==> config.mk <==
export PLATFORM = sky130hd
export DESIGN_NAME = mips_mc_control
export DESIGN_NICKNAME = d
export VERILOG_FILES = /design/src/rtl/mips_mc_control.sv
export SDC_FILE = /design/constraint.sdc
export NUM_CORES = 1
export LEC_CHECK = 0
export ABC_AREA = 1
export CORE_MARGIN = 2
export CORE_UTILIZATION = 47
export DETAILED_ROUTE_END_ITERATION = 7
export PLACE_DENSITY = 0.88
export SLEW_MARGIN = 25
export SYNTH_ARGS = -nofsm -noshare
export SYNTH_HDL_FRONTEND = slang
export SYNTH_SLANG_ARGS = --single-unit
export TNS_END_PERCENT = 1
==> constraint.sdc <==
create_clock -name clk -period 2.23 [get_ports clk]
set_clock_uncertainty 0.2 [all_clocks]
set_input_delay 0.446 -clock clk [delete_from_list [all_inputs] [get_ports clk]]
set_output_delay 0.446 -clock clk [all_outputs]
set_load 0.05 [all_outputs]
==> src/rtl/mips_mc_control.sv <==
// Multi-cycle MIPS control unit.
// Flow: FETCH -> DECODE -> EXEC -> (MEM) -> (WB) -> FETCH, plus TRAP for
// undecodable instructions.
// DECODE latches the instruction class and the R-type ALU code. Every strobe
// is then decoded from that registered state. In MEM the only live input is
// mem_ready.
// Handshake: in MEM the mem_rd/mem_wr strobe is held until the cycle in which
// mem_ready=1, and that cycle completes the access. If the wait counter
// reaches MEM_WAIT_MAX and mem_ready is still low, the cycle becomes a bus
// error: no strobe is driven and the FSM returns to FETCH.
module mips_mc_control #(
    parameter int MEM_WAIT_MAX = 8
) (
    input  logic       clk,
    input  logic       rst,
    input  logic [5:0] opcode,
    input  logic [5:0] funct,
    input  logic       zero,
    input  logic       mem_ready,
    output logic       reg_dst,
    output logic       req_wr,
    output logic       mem_wr,
    output logic       mem_rd,
    output logic       alusrc,
    output logic       mem2reg,
    output logic       branch,
    output logic       jr,
    output logic       jump,
    output logic [2:0] alu_op,
    output logic       ir_wr,
    output logic       pc_wr,
    output logic       instr_done,
    output logic       illegal,
    output logic       bus_err,
    output logic [2:0] state
);

    localparam int CW = (MEM_WAIT_MAX > 0) ? $clog2(MEM_WAIT_MAX + 1) : 1;
    localparam logic [CW-1:0] WAIT_MAX_C = CW'(MEM_WAIT_MAX);

    localparam logic [2:0] ALU_AND = 3'b000;
    localparam logic [2:0] ALU_OR  = 3'b001;
    localparam logic [2:0] ALU_ADD = 3'b010;
    localparam logic [2:0] ALU_SUB = 3'b110;
    localparam logic [2:0] ALU_SLT = 3'b111;

    typedef enum logic [2:0] {
        S_FETCH  = 3'd0,
        S_DECODE = 3'd1,
        S_EXEC   = 3'd2,
        S_MEM    = 3'd3,
        S_WB     = 3'd4,
        S_TRAP   = 3'd5
    } state_e;

    typedef enum logic [2:0] {
        C_RTYPE, C_LW, C_SW, C_BEQ, C_ADDI, C_J, C_JR, C_ILL
    } class_e;

    state_e        state_q;
    class_e        class_q;
    logic [2:0]    alu_r_q;
    logic [CW-1:0] wait_q;

    class_e        dec_class;
    logic [2:0]    dec_alu;

    // The branch target is chosen by the datapath, so the zero flag is not used here.
    logic unused_zero;
    assign unused_zero = zero;

    assign state = state_q;

    // Classify the instruction word. The result is only used at the DECODE edge.
    always_comb begin
        dec_class = C_ILL;
        dec_alu   = ALU_ADD;
        case (opcode)
            6'b000000: begin
                case (funct)
                    6'b001000: dec_class = C_JR;
                    6'b100000: begin dec_class = C_RTYPE; dec_alu = ALU_ADD; end
                    6'b100010: begin dec_class = C_RTYPE; dec_alu = ALU_SUB; end
                    6'b100100: begin dec_class = C_RTYPE; dec_alu = ALU_AND; end
                    6'b100101: begin dec_class = C_RTYPE; dec_alu = ALU_OR;  end
                    6'b101010: begin dec_class = C_RTYPE; dec_alu = ALU_SLT; end
                    default:   dec_class = C_ILL;
                endcase
            end
            6'b100011: dec_class = C_LW;
            6'b101011: dec_class = C_SW;
            6'b000100: dec_class = C_BEQ;
            6'b001000: dec_class = C_ADDI;
            6'b000010: dec_class = C_J;
            default:   dec_class = C_ILL;
        endcase
    end

    // Sequence the FSM, latch the decoded class, and run the memory wait counter.
    always_ff @(posedge clk or negedge rst) begin
        if (!rst) begin
            state_q <= S_FETCH;
            class_q <= C_RTYPE;
            alu_r_q <= ALU_AND;
            wait_q  <= '0;
        end else begin
            case (state_q)
                S_FETCH:  state_q <= S_DECODE;
                S_DECODE: begin
                    class_q <= dec_class;
                    alu_r_q <= dec_alu;
                    state_q <= (dec_class == C_ILL) ? S_TRAP : S_EXEC;
                end
                S_EXEC: begin
                    wait_q <= '0;
                    case (class_q)
                        C_LW, C_SW:      state_q <= S_MEM;
                        C_RTYPE, C_ADDI: state_q <= S_WB;
                        default:         state_q <= S_FETCH;
                    endcase
                end
                S_MEM: begin
                    if (mem_ready) begin
                        wait_q  <= '0;
                        state_q <= (class_q == C_LW) ? S_WB : S_FETCH;
                    end else if (wait_q == WAIT_MAX_C) begin
                        wait_q  <= '0;
                        state_q <= S_FETCH;
                    end else begin
                        wait_q  <= wait_q + CW'(1);
                    end
                end
                S_WB:     state_q <= S_FETCH;
                S_TRAP:   state_q <= S_FETCH;
                default:  state_q <= S_FETCH;
            endcase
        end
    end

    // Decode the strobes from the registered state. Reset forces every strobe low.
    always_comb begin
        reg_dst    = 1'b0;
        req_wr     = 1'b0;
        mem_wr     = 1'b0;
        mem_rd     = 1'b0;
        alusrc     = 1'b0;
        mem2reg    = 1'b0;
        branch     = 1'b0;
        jr         = 1'b0;
        jump       = 1'b0;
        alu_op     = 3'b000;
        ir_wr      = 1'b0;
        pc_wr      = 1'b0;
        instr_done = 1'b0;
        illegal    = 1'b0;
        bus_err    = 1'b0;
        if (rst) begin
            case (state_q)
                S_FETCH: ir_wr = 1'b1;
                S_EXEC: begin
                    case (class_q)
                        C_RTYPE: alu_op = alu_r_q;
                        C_LW, C_SW, C_ADDI: begin
                            alusrc = 1'b1;
                            alu_op = ALU_ADD;
                        end
                        C_BEQ: begin
                            alu_op     = ALU_SUB;
                            branch     = 1'b1;
                            pc_wr      = 1'b1;
                            instr_done = 1'b1;
                        end
                        C_J: begin
                            jump       = 1'b1;
                            pc_wr      = 1'b1;
                            instr_done = 1'b1;
                        end
                        C_JR: begin
                            jr         = 1'b1;
                            pc_wr      = 1'b1;
                            instr_done = 1'b1;
                        end
                        default: ;
                    endcase
                end
                S_MEM: begin
                    alusrc = 1'b1;
                    alu_op = ALU_ADD;
                    if (mem_ready || (wait_q != WAIT_MAX_C)) begin
                        mem_rd = (class_q == C_LW);
                        mem_wr = (class_q == C_SW);
                    end
                    if (mem_ready && (class_q == C_SW)) begin
                        pc_wr      = 1'b1;
                        instr_done = 1'b1;
                    end
                    if (!mem_ready && (wait_q == WAIT_MAX_C)) begin
                        bus_err = 1'b1;
                        pc_wr   = 1'b1;
                    end
                end
                S_WB: begin
                    req_wr     = 1'b1;
                    pc_wr      = 1'b1;
                    instr_done = 1'b1;
                    reg_dst    = (class_q != C_RTYPE);
                    mem2reg    = (class_q == C_LW);
                end
                S_TRAP: begin
                    illegal = 1'b1;
                    pc_wr   = 1'b1;
                end
                default: ;
            endcase
        end
    end

endmodule

==> impl_metrics.toml, run 1 <==
[floorplanning]
die_area_um2 = 2970
io_pins = 36
start_util = 0.489
core_um2 = 2450
die_y_um = 54.5
dieWidth_um = 54.5
rows = 18

[timing]
fin_ws_ns = -0.110
rsz0062_at_grt = "true"
finalSetupTns_ns = -0.819
period_share = 1.05
layout_min_cycle_time_ns = 2.34
final-setup-viol-count = 13
slew_viol_final = 0
fmax_ghz = 0.427
slew_headroom = 0.665
finalHoldViolations = 0
tightest_slew_ns = 0.502

[synthesis]
ys.flop_type = "dfrtp_1"
synth_top_area_frac = 0.271
netlist_area_um2 = 1200
synthesis.nets = 217
netlist_top_cells_area = "dfrtp_1 27%, inv_1 13%, nand2_1 12%"
synthAdderAreaFrac = 0.0521
synth_top_family_by_area = "simple AND/OR/NAND/NOR gates"
ys_ff_latch = 13
synth-async-reset-ratio = 1.00
synthCells = 196
yosysSeqAreaShare = 0.271
synth_edf_count = 0
syn_area_per_cell_um2 = 6.12
synth_cell_type_count = 27
synthMuxAreaShare = 0
synth_compound_area_frac = 0.104
yosys.area_share.xor_xnor = 0.00730
synthSimpleGateAreaFrac = 0.421
yosys_warnings = 0
synth_largest_area_cell = "dfrtp_1"
synth.most_common_cell = "inv_1"
synth_common_cells = "42 x inv_1, 38 x nand2_1, 35 x nor2_1"

[cts]
clock_path_buffers = 2
cts_made_buffers = 3
cts_tree = "built"
root_buffer = "clkbuf_4"
clock_latency_ns = 0.27
cts_max_level = 1
hold_buffers = 0
cts.sinks = 13
path_clk_slew_ns = 0.08

[placement]
port_buffers = 34
pre_cts_slack_ns = -0.0803
place_inst = 270
postPlaceCellArea_um2 = 1890
hpwl_um = 2660
gp_congestion = 0.941

[layout]
fin_util = 0.857
n_antenna_cell = 0
fillers = 130
final_area_um2 = 2100
fin_nets = 277
drive_above_1_share = 0.365
area_growth_syn_to_layout_pct = 75.3
final_cells = 285

[min_path]
hp-start = "alu_r_q[1]"
hold_path_class = "flop to flop"

[status]
violations = "setup timing"
status = "finished with violations"

[drt]
routed_wl_um = 3980
drtIter0Drc = 43
wl_per_cell_um = 14.0
vias = 1529
remaining_drc_errors = 0
first_pass_iters = 4
ant_nets = 0
via_per_inst = 5.36

[global_route]
grt_pass1_wl_um = 6000
grt_pass1_vias = 1407
overflow = 0
grtUsageTotal = 0.286
antenna_found_initial = 0
grt_max_degree = 14

[power_and_ir_drop]
p_per_area_nw_per_um2 = 873
ir_worst_vdd_v = 0.000925
netSwitchingFraction = 0.513
p_comb_frac = 0.675
switching_power_mw = 0.943
p_leak_nw = 1.00
p_clk_frac = 0.078
p_int_mw = 0.894
seqPwrFrac = 0.247

[run]
maxCapViolCount = 0

[critical_path]
crit_arrival_ns = 1.69
path_class = "flop to primary output"
r2r_start = "state[1]"
required_ns = 1.58
worstSetupEndpointType = "primary output"
r2r_end = "wait_q[2]"
r2r_slack_ns = 0.50
path_max_fanout = 6
critPathCapture = "alu_op[1]"
critPathLaunch = "class_q[1]"
reg2reg_depth = 11
critPathLaunchType = "flop"
through the flow:
stage	power (mW)	hold WS, ns
floorplan	1.02	-0.0496
global placement	1.35	0.307
detailed placement	1.39	0.319
CTS	1.75	0.336
global route	1.96	0.376
finish	1.84	0.340
final cells by class:
type	count	area (um2)	area share
clock buffers	4	26.3	0.0125
inverters	43	164	0.0779
multi-input cells	138	862	0.410
flip-flops and latches	13	330	0.157
well taps	30	37.5	0.0178
repair buffers	57	683	0.325
layer usage:
metal,wire [um],global-route usage,part of all wire
met5,0,0,0
met3,209,0.0601,0.053
met1,1530,0.326,0.38
met4,44,0.100,0.011
met2,2190,0.522,0.55
power groups by stage:
stage / Combinational [mW] / Sequential (mW) / Clock [mW]
6_report: 1.24 / 0.454 / 0.143
5_1_grt: 1.34 / 0.464 / 0.158
4_1_cts: 1.17 / 0.439 / 0.145
3_5_place_dp: 0.975 / 0.418 / 0
3_3_place_gp: 0.936 / 0.414 / 0
2_1_floorplan: 0.553 / 0.470 / 0
worst min path at each step:
stage / end / cells after the start
after floorplan: alu_r_q[0] / 0
after CTS: alu_r_q[1] / 1
after global routing: alu_r_q[1] / 1
final: alu_r_q[1] / 1
after detailed placement: alu_r_q[1] / 1
after global placement: alu_r_q[1] / 1
repair_timing:
action / CTS / global route
pin swaps: 6 / 3
resized for setup: 35 / 4
buffers inserted: 9 / 2
setup endpoints to repair: 15 / 18
cells by family (layout without fill, tap and decap cells):
family                     count (synthesis)  after routing
adders and majority gates                  5              5
and+or+nand+nor                          112            112
AOI/OAI and AO/OA                         20             20
buffers and inverters                     45            104
DFF                                       13             13
xor gates and xnor gates                   1              1
worst max-delay path, stage by stage (launching register included):
cell and delay, ns:
dfrtp_2 0.47, nor2_1 0.19, inv_1 0.12, nor2_2 0.13, nand2_1 0.09, a41oi_2 0.25, buf_12 0.17
sequential cells by signal, indices dropped and copies added (netlist names):
name,count
alu_r_q,3
class_q,3
wait_q,4
state,3
cells in the final DEF (no fill, tap or decap), types with 2 or more instances in the layout:
cell / instances
nor2_2: 7
a21oi_2: 2
nand3_2: 5
ha_1: 4
a21oi_1: 2
clkbuf_4: 3
nor3_2: 2
nor2_1: 27
nand2_1: 34
o21ai_0: 6
nand3_1: 18
nand2_2: 4
inv_2: 10
clkdlybuf4s50_1: 15
buf_12: 17
inv_1: 32
dfrtp_2: 4
dfrtp_1: 9
nand4_1: 4
buf_4: 24
nor3_4: 2
nor2_4: 5
No activity file was read; power rests on OpenSTA's default activity.
==> run 2, diff against run 1 <==
==> constraint.sdc (replaced) <==
create_clock -name clk -period 2.3 [get_ports clk]
set_clock_uncertainty 0.2 [all_clocks]
set_input_delay 0.46 -clock clk [delete_from_list [all_inputs] [get_ports clk]]
set_output_delay 0.46 -clock clk [all_outputs]
set_load 0.05 [all_outputs]
==> impl_metrics.toml, run 2 (same netlist as run 1, synthesis figures left out) <==
[status]
status = "finished with violations"
violations = "setup timing"

[critical_path]
critical_path.slowest_cell = "dfrtp_2"
path_class = "flop to primary output"
critPathLaunchType = "flop"
crit_arrival_ns = 1.71
cp_slowest_stage_delay_ns = 0.46
path_max_fanout = 5
path_cells = "nand2_2 -> nor2_1 -> inv_1 -> nand3_2 -> a32oi_2 -> o211ai_1 -> nand3_1 -> inv_2 -> buf_12"
required_ns = 1.64
worstSetupEndpointType = "primary output"

[floorplanning]
die_y_um = 54.5
die_area_um2 = 2970
start_util = 0.489
rows = 18
io_pins = 36
core_um2 = 2450
dieWidth_um = 54.5

[power_and_ir_drop]
p_int_mw = 0.856
p_leak_nw = 0.961
p_per_area_nw_per_um2 = 847
ir_worst_vdd_v = 0.000879
p_clk_frac = 0.080
seqPwrFrac = 0.252
switching_power_mw = 0.895
netSwitchingFraction = 0.511
finalPower_mw = 1.75
p_comb_frac = 0.669

[layout]
final_area_um2 = 2070
regMostFlops = "wait_q"
fin_util = 0.843
final_cells = 281
n_antenna_cell = 0
fin_nets = 273
fillers = 141
layout_common_cells = "34 x nand2_1, 32 x inv_1, 27 x nor2_1"
layout_commonest_cell = "nand2_1"
area_growth_syn_to_layout_pct = 72.4
drive_above_1_share = 0.359
largest_reg_flops = 4

[min_path]
hold_path_class = "flop to flop"

[timing]
fmax_ghz = 0.421
slew_viol_final = 0
worst_hold_slack_ns = 0.360
final-setup-viol-count = 6
finalHoldViolations = 0
tightest_slew_ns = 0.620
fin_ws_ns = -0.0736
period_share = 1.03
layout_min_cycle_time_ns = 2.37
rsz0062_at_grt = "true"
finalSetupTns_ns = -0.191
slew_headroom = 0.585

[global_route]
grt_pass1_vias = 1324
grt_max_degree = 14
overflow = 0
antenna_found_initial = 0
grtUsageTotal = 0.247
grt_pass1_wl_um = 5240

[drt]
via_per_inst = 5.29
routed_wl_um = 3640
first_pass_iters = 4
ant_nets = 0
vias = 1486
drtIter0Drc = 41
remaining_drc_errors = 0
wl_per_cell_um = 13.0

[placement]
pre_cts_slack_ns = -0.0417
gp_congestion = 0.932
postPlaceCellArea_um2 = 1880
hpwl_um = 2550
port_buffers = 34
place_inst = 269

[cts]
path_clk_slew_ns = 0.07
cts.sinks = 13
cts_tree = "built"
cts_made_buffers = 3
clock_latency_ns = 0.27
clock_path_buffers = 2
root_buffer = "clkbuf_4"
cts_max_level = 1

[run]
maxCapViolCount = 0
==> run 2: changes by cell type in the layout (fill, tap and decap cells not counted), sizes merged <==
cell	before	now
clkdlybuf4s50	15	17
buf	41	36
dlymetal6s2s	1	0
==> run 2: area by class of cell <==
cell class	count	area, um2	share of cell area
timing repair buffer	53	657	0.318
sequential	13	330	0.160
inverter	43	164	0.0792
clock buffer	4	26.3	0.0127
multi-input combinational	138	853	0.413
tap	30	37.5	0.0181
==> run 2: power by group through the flow <==
stage / Combinational, mW / Sequential, mW / Clock [mW]
finish: 1.17 / 0.441 / 0.139
floorplan: 0.536 / 0.456 / 0
CTS: 1.00 / 0.400 / 0.142
global route: 1.26 / 0.449 / 0.154
detailed placement: 0.920 / 0.407 / 0
global placement: 0.894 / 0.401 / 0
==> run 2: timing repair <==
action	4_1_cts	5_1_grt
setup endpoints to repair	8	12
hold buffers	0	0
buffers inserted	4	4
gates resized for setup	14	23
pin swaps	1	5
==> run 2: critical path, delay by kind of cell, from the launching register on <==
kind / cells / cell delay [ns]
DFF: 1 / 0.46
AOI/OAI and AO/OA: 2 / 0.34
buffers and inverters: 3 / 0.28
and+or+nand+nor: 4 / 0.36
==> run 2: per-layer routing <==
| metal | part of all wire | wire length (um) | GRT usage | up-vias |
|---|---|---|---|---|
| li1 | - | - | - | 737 |
| met1 | 0.40 | 1460 | 0.266 | 678 |
| met2 | 0.53 | 1920 | 0.448 | 61 |
| met3 | 0.046 | 166 | 0.0601 | 10 |
| met4 | 0.025 | 92 | 0.121 | 0 |
| met5 | 0 | 0 | 0 | - |
==> run 2: path summary, 6_finish.rpt <==
| kind | startpoint | end | slack [ns] | depth (start not counted) |
|---|---|---|---|---|
| max | class_q[1] | pc_wr | -0.07 | 9 |
| min | wait_q[2] | wait_q[2] | 0.36 | 2 |
| max reg2reg | state[1] | alu_r_q[0] | 0.43 | 7 |
| min reg2reg | wait_q[2] | wait_q[2] | 0.36 | 2 |
| max in group asynchronous | rst | class_q[2] | 1.26 | 3 |
| min in group asynchronous | rst | wait_q[3] | 0.47 | 3 |
